===== src/rtl/sync_fifo_param.sv =====
// Single-clock parametrised FIFO with occupancy level, almost-full/almost-empty thresholds, flush and FWFT read mode.
// Optional sticky overflow/underflow flags are enabled by defining SYNC_FIFO_ERR_CHK_EN.
module sync_fifo_param #(
    parameter int ADR_BIT   = 3,
    parameter int DAT_BIT   = 8,
    parameter int FWFT      = 0,
    parameter int AFULL_TH  = 6,
    parameter int AEMPTY_TH = 1
) (
    input  logic               clk,
    input  logic               rst_n,
    input  logic               flush,
    input  logic               wr_req,
    input  logic [DAT_BIT-1:0] wr_data,
    output logic               wr_full,
    output logic               wr_afull,
    input  logic               rd_req,
    output logic [DAT_BIT-1:0] rd_data,
    output logic               rd_valid,
    output logic               rd_empty,
    output logic               rd_aempty,
    output logic [ADR_BIT:0]   level,
    output logic               wr_ovf,
    output logic               rd_udf
);
    localparam int               DEPTH    = 2**ADR_BIT;
    localparam logic [ADR_BIT:0] DEPTH_L  = DEPTH[ADR_BIT:0];
    localparam logic [ADR_BIT:0] AFULL_L  = AFULL_TH[ADR_BIT:0];
    localparam logic [ADR_BIT:0] AEMPTY_L = AEMPTY_TH[ADR_BIT:0];

    logic [DAT_BIT-1:0] mem [DEPTH];
    logic [ADR_BIT:0]   wptr, rptr, lvl;
    logic               wr_acc, rd_acc;

    // Flags decode only from the registered level, never from the requests.
    assign wr_full   = (lvl == DEPTH_L);
    assign wr_afull  = (lvl >= AFULL_L);
    assign rd_empty  = (lvl == '0);
    assign rd_aempty = (lvl <= AEMPTY_L);
    assign level     = lvl;

    assign wr_acc = wr_req && !wr_full  && !flush;
    assign rd_acc = rd_req && !rd_empty && !flush;

    always_ff @(posedge clk or negedge rst_n) begin
        if (!rst_n) begin
            wptr <= '0;
            rptr <= '0;
            lvl  <= '0;
        end else if (flush) begin
            wptr <= '0;
            rptr <= '0;
            lvl  <= '0;
        end else begin
            if (wr_acc) wptr <= wptr + 1'b1;
            if (rd_acc) rptr <= rptr + 1'b1;
            case ({wr_acc, rd_acc})
                2'b10:   lvl <= lvl + 1'b1;
                2'b01:   lvl <= lvl - 1'b1;
                default: lvl <= lvl;
            endcase
        end
    end

    always_ff @(posedge clk) begin
        if (wr_acc) mem[wptr[ADR_BIT-1:0]] <= wr_data;
    end

    generate
        if (FWFT != 0) begin : g_fwft
            assign rd_data  = mem[rptr[ADR_BIT-1:0]];
            assign rd_valid = !rd_empty;
        end else begin : g_reg
            logic [DAT_BIT-1:0] dat_q;
            logic               vld_q;
            always_ff @(posedge clk or negedge rst_n) begin
                if (!rst_n) begin
                    dat_q <= '0;
                    vld_q <= 1'b0;
                end else begin
                    vld_q <= rd_acc;
                    if (rd_acc) dat_q <= mem[rptr[ADR_BIT-1:0]];
                end
            end
            assign rd_data  = dat_q;
            assign rd_valid = vld_q;
        end
    endgenerate

`ifdef SYNC_FIFO_ERR_CHK_EN
    logic ovf_q, udf_q;
    always_ff @(posedge clk or negedge rst_n) begin
        if (!rst_n) begin
            ovf_q <= 1'b0;
            udf_q <= 1'b0;
        end else if (flush) begin
            ovf_q <= 1'b0;
            udf_q <= 1'b0;
        end else begin
            if (wr_req && wr_full)  ovf_q <= 1'b1;
            if (rd_req && rd_empty) udf_q <= 1'b1;
        end
    end
    assign wr_ovf = ovf_q;
    assign rd_udf = udf_q;
`ifndef SYNTHESIS
    always @(posedge clk) begin
        if (rst_n && !flush && wr_req && wr_full)  $warning("sync_fifo_param: write while full");
        if (rst_n && !flush && rd_req && rd_empty) $warning("sync_fifo_param: read while empty");
    end
`endif
`else
    assign wr_ovf = 1'b0;
    assign rd_udf = 1'b0;
`endif
endmodule


===== config.mk =====
export PLATFORM = sky130hd
export DESIGN_NAME = sync_fifo_param
export DESIGN_NICKNAME = d
export VERILOG_FILES = /design/src/rtl/sync_fifo_param.sv
export SDC_FILE = /design/constraint.sdc
export NUM_CORES = 1
export LEC_CHECK = 0
export BUFFER_PORTS_ARGS = -buffer_cell sky130_fd_sc_hd__buf_2
export CAP_MARGIN = 20
export CORE_MARGIN = 1
export CORE_UTILIZATION = 53
export CTS_CLUSTER_SIZE = 24
export DETAILED_ROUTE_END_ITERATION = 10
export GPL_TIMING_DRIVEN = 0
export PLACE_DENSITY = 0.8
export SYNTH_ARGS = -nofsm -noshare
export SYNTH_HDL_FRONTEND = slang
export SYNTH_SLANG_ARGS = --single-unit

===== constraint.sdc =====
create_clock -name clk -period 2.2 [get_ports clk]
set_input_delay 0.22 -clock clk [delete_from_list [all_inputs] [get_ports clk]]
set_output_delay 0.22 -clock clk [all_outputs]
set_load 0.02 [all_outputs]

**After elaboration in Yosys (flattened, before gate mapping)**

Memories as Yosys holds them, arrays and structs flattened. A register that Yosys moved wholly into a read port is not among the register bits.
Index checks and enable logic that the tools add are counted.

- Output and inout port bits: 19
- Memories: 1
- Bits of input ports: 13
- Memory bits (writable): 64
- Logic and storage cells: 34
- Register bits: 13

- Reductions and logical operators: 12
- Eq/ne operators: 3
- $add $sub $neg: 4
- Magnitude comparators: 2
- Muxes and demuxes: 8

Memories:

| memory | words | width | read ports | clocked after Yosys merged registers in | wr ports | RTL line | RTL |
|---|---|---|---|---|---|---|---|
| mem | 8 | 8 | 1 | 1 | 1 | 31 | `logic [DAT_BIT-1:0] mem [DEPTH];` |

Operator list:

| operator | number |
|---|---|
| 4-bit 2-to-1 mux | 5 |
| 4-bit by 1-bit adder with 4-bit output, second input constant | 3 |
| 4-bit one-hot mux with 2 select lines | 1 |
| 4-bit equality test, second input constant | 1 |
| 4-bit by 3-bit greater-or-equal comparator with 1-bit output, second input constant | 1 |
| 4-bit by 1-bit less-or-equal comparator with 1-bit output, second input constant | 1 |
| 1-bit logical AND | 4 |
| 1-bit logical NOT | 4 |
| 4-bit logical NOT | 1 |
| 2-bit nonzero test | 2 |
| 4-bit by 1-bit subtractor with 4-bit output, second input constant | 1 |
| 3-bit nonzero test | 1 |
| 2-bit by 1-bit equality test with 1-bit output, second input constant | 1 |
| 2-bit equality test, second input constant | 1 |
| 1-bit 2-to-1 mux | 2 |

**Longest topological paths before layout**

- Word-level depth: 7
- Mapped depth: 9
- Gate-level depth less buffers: 7

**Worst setup path after synthesis**

OpenSTA, ideal clock, no wires.

- Kind: register to register
- Start point: reg lvl[0] (netlist: level[0])
- End point: mem mem[0][0] (enable)
- Clock period less this slack: 2,473 ps
- Arrival time: 2,090 ps
- Cell stages (with the launch flop): 7
- Data required time: 1,817 ps
- Setup slack: -273 ps
- Library setup time: 383 ps
- Buffers on the path: 0
- Cells stage by stage: dfrtp_1 inv_1 ha_1 nand3b_1 nand2_1 or3_1 nor3_1

- Cells in the longest elaborated chain, start to end: 6

Ends and longest elaborated chain:

| element | RTL line | RTL |
|---|---|---|
| from (decl) | 32 | `logic [ADR_BIT:0] wptr, rptr, lvl;` |
| from (signal assigned) | 58 | `2'b10: lvl <= lvl + 1'b1;` |
| from (signal assigned) | 59 | `2'b01: lvl <= lvl - 1'b1;` |
| from (signal assigned) | 60 | `default: lvl <= lvl;` |
| 4-bit equality test | 36 | `assign wr_full = (lvl == DEPTH_L);` |
| 1-bit logical NOT | 42 | `assign wr_acc = wr_req && !wr_full && !flush;` |
| 1-bit logical AND (2 in a row) | 42 |  |
| 1-bit 2-to-1 mux | 66 | `if (wr_acc) mem[wptr[ADR_BIT-1:0]] <= wr_data;` |
| 1-bit 2-to-1 mux (not written as such) | 66 |  |
| to (decl) | 31 |  |

Every way passes these cells.

**Worst setup path in the final report**

- Start point: reg lvl[0] (netlist: level[0])
- End point: mem mem[0][7] (enable)

The elaborated chain is that of the path after synthesis.

==> results.sh <==
export IMPL_synth_main_ff_cell="edfxtp_1"
export IMPL_crit_fanout=8
export IMPL_grt_pass1_wl_mm=11.59
export IMPL_p_int_mw=3.078
export IMPL_htreeDepth=3
export IMPL_clock_tree_buffer_depth=2
export IMPL_layout_commonest_cell="edfxtp_1"
export IMPL_skew_ns=0.01211
export IMPL_num_vias=2243
export IMPL_fillers=474
export IMPL_dr_pass1_iters=9
export IMPL_ant_nets=0
export IMPL_diodes=0
export IMPL_synth_top_family_by_area="simple AND/OR/NAND/NOR gates"
export IMPL_final_cell_mix="edfxtp_1 (64), buf_2 (32), mux2i_1 (32)"
export IMPL_worst_pin_slew_ns=0.6521
export IMPL_synthCells=260
export IMPL_syn_area_um2=3626
export IMPL_via_per_inst=5.722
export IMPL_synth_xor_area_share_pct=1.208
export IMPL_coreArea_um2=6459
export IMPL_max_freq_ghz=0.4694
export IMPL_p_clk_share_pct=23.9
export IMPL_synth_seq_cells=83
export IMPL_start_util_pct=56.14
export IMPL_max_slew_margin_pct=56.36
export IMPL_grt_pass1_vias=2214
export IMPL_dpl_worst_slack_ns=-0.4617
export IMPL_period_share_pct=96.83
export IMPL_drcViolationCount=3
export IMPL_track_usage_pct=22.36
export IMPL_yosysUniqueCellTypes=40
export IMPL_numCtsBuffers=9
export IMPL_clock_sinks=83
export IMPL_yosysWarnings=0
export IMPL_root_buffer="clkbuf_8"
export IMPL_ir_drop_v=0.0004480
export IMPL_routabilityCongestion=0.8356
export IMPL_synth_compound_area_share_pct=6.418
export IMPL_finalHoldViolCount=0
export IMPL_status="complete, but fails checks"
export IMPL_post_route_cell_area_um2=4268
export IMPL_place_area_um2=3874
export IMPL_synth_edf_count=64
export IMPL_setup_viol=0
export IMPL_p_switching_mw=1.618
export IMPL_r2r_setup_slack_ns=0.07
export IMPL_drv_cap=0
export IMPL_drive_above_1_share_pct=26.67
export IMPL_pwr_share_comb_pct=34.6
export IMPL_worstSkewPairLatency_ns=0.34
export IMPL_port_buffers=27
export IMPL_antenna_found_initial=0
export IMPL_period_needed_ns=2.130
export IMPL_switching_share_pct=34.46
export IMPL_core_rowCount=29
export IMPL_async_flop_share_pct=22.89
export IMPL_ys_seq_area_share_pct=66.11
export IMPL_cts_tree="built"
export IMPL_overflow=0
export IMPL_syn2layout_area_growth_pct=17.70
export IMPL_synthAdderAreaFrac_pct=2.070
export IMPL_clkTransAtPathRegs_ns=0.09
export IMPL_synthSimpleGateAreaFrac_pct=11.15
export IMPL_syn_avg_cell_area_um2=13.95
export IMPL_min_path_type="in2reg"
export IMPL_seq_power_share_pct=41.5
export IMPL_die_h_um=84.72
export IMPL_routed_wl_mm=7.406
export IMPL_cp_required_ns=2.26
export IMPL_wl_per_cell_um=18.89
export IMPL_dp_hpwl_mm=4.670
export IMPL_p_leak_nw=1.604
export IMPL_synthMuxAreaShare_pct=9.144
export IMPL_dieArea_um2=7177
export IMPL_grt_max_degree=20
export IMPL_boundaryPins=32
export IMPL_whs_ns=0.1595
export IMPL_die_width_um=84.72
export IMPL_start_kind="flip-flop"
export IMPL_critPathArrivalTime_ns=2.19
export IMPL_power_density_nw_per_um2=1100
export IMPL_drt_iter0_markers=220
export IMPL_drv_slew=0
export IMPL_fin_ws_ns=0.06966
export IMPL_failed_checks="DRC"
export IMPL_end_kind="flip-flop"
export IMPL_num_nets_final=329
export IMPL_crit_type="reg2reg"
logic make-up after synthesis:
logic type	count (synthesis)
xor gates and xnor gates	5
buffers and inverters	23
adders and majority gates	6
other	1
and+or+nand+nor	81
AOI/OAI and AO/OA	28
muxes	33
DFF	83
power by group through the flow:
| stage | clock network (mW) | logic, mW | registers [mW] |
|---|---|---|---|
| global route | 1.22 | 1.74 | 1.97 |
| floorplan | 0 | 0.999 | 2.09 |
| detailed placement | 0 | 1.50 | 1.99 |
| finish | 1.12 | 1.62 | 1.95 |
| CTS | 1.14 | 1.56 | 1.96 |
| global placement | 0 | 1.47 | 1.98 |
sequential cells by signal (all words and copies together), names as in the netlist:
signal	count
level	4
mem	64
rd_data	8
rd_valid	1
rptr	3
wptr	3
metal layers:
metal	vias to the layer above	global-route usage (%)	part of all wire, %
met5	-	0	0
met4	0	7.396	2.1
met3	13	6.490	5.1
met2	80	37.47	50
met1	1089	28.09	43
li1	1061	-	-
critical path, stage by stage (launching register included):
cell,delay (ns)
dfrtp_2,0.40
inv_1,0.08
ha_2,0.22
nand3b_1,0.19
nand2_1,0.11
or3_4,0.48
nor3_4,0.18
buf_12,0.16
timing repair:
action                                  in CTS  in global routing
buffers inserted                             5                  4
hold buffers                                 1                  0
gates resized for setup                     11                  5
pin swaps                                    3                  2
endpoints found under the hold margin       19                  0
endpoints found under the setup margin      64                 50
cells in the mapped netlist (2+ instances only):
cell	instances	share of area, %
buf_1	3	0.31
a22oi_1	17	3.5
xor2_1	3	0.72
buf_6	5	1.6
and2_1	2	0.35
or3_1	3	0.52
dfrtp_1	19	13
buf_2	5	0.69
nor2b_1	3	0.52
nand3b_1	3	0.62
ha_1	6	2.1
nand2b_1	3	0.52
inv_1	5	0.52
xnor2_1	2	0.48
o211ai_1	2	0.41
buf_4	2	0.41
nor2_1	16	1.7
a21oi_1	2	0.28
nand3_1	16	2.2
nand2_1	25	2.6
nor3_1	4	0.55
clkbuf_1	2	0.21
edfxtp_1	64	53
mux2i_1	32	8.8
metrics by stage:
step                TNS (ns)  instances  power (mW)  utilization (%)
floorplan             -1.361        261       3.094                -
global placement      -15.41        365       3.452            59.86
detailed placement    -16.81        366       3.493            59.98
CTS                   -2.018        388       4.664            65.36
global route         -0.2565        392       4.933            66.08
finish                     0        392       4.696            66.08
cell type report:
type                            instances  area (um2)  area share [%]
Sequential cell                        83        2400           56.23
Multi-Input combinational cell        155        1155           27.06
Timing Repair Buffer                   38       270.3           6.332
Clock buffer                           10       137.6           3.225
Buffer                                 17       115.1           2.697
Tap cell                               77       96.34           2.257
Clock inverter                          6       71.32           1.671
Inverter                                6       22.52          0.5277
worst paths after layout:
kind | endpoint | start | depth (start not counted)
max in group asynchronous | level[1]$_DFFE_PN0P_ | rst_n | 2
hold / removal | mem[2][6]$_DFFE_PP_ | wr_data[6] | 1
setup reg to reg | mem[0][7]$_DFFE_PP_ | level[0]$_DFFE_PN0P_ | 7
min in group asynchronous | level[3]$_DFFE_PN0P_ | rst_n | 2
hold reg to reg | rd_data[5]$_DFFE_PN0P_ | rd_data[5]$_DFFE_PN0P_ | 2
setup / recovery | mem[0][7]$_DFFE_PP_ | level[0]$_DFFE_PN0P_ | 7
Power figures use the tool's default switching activity.
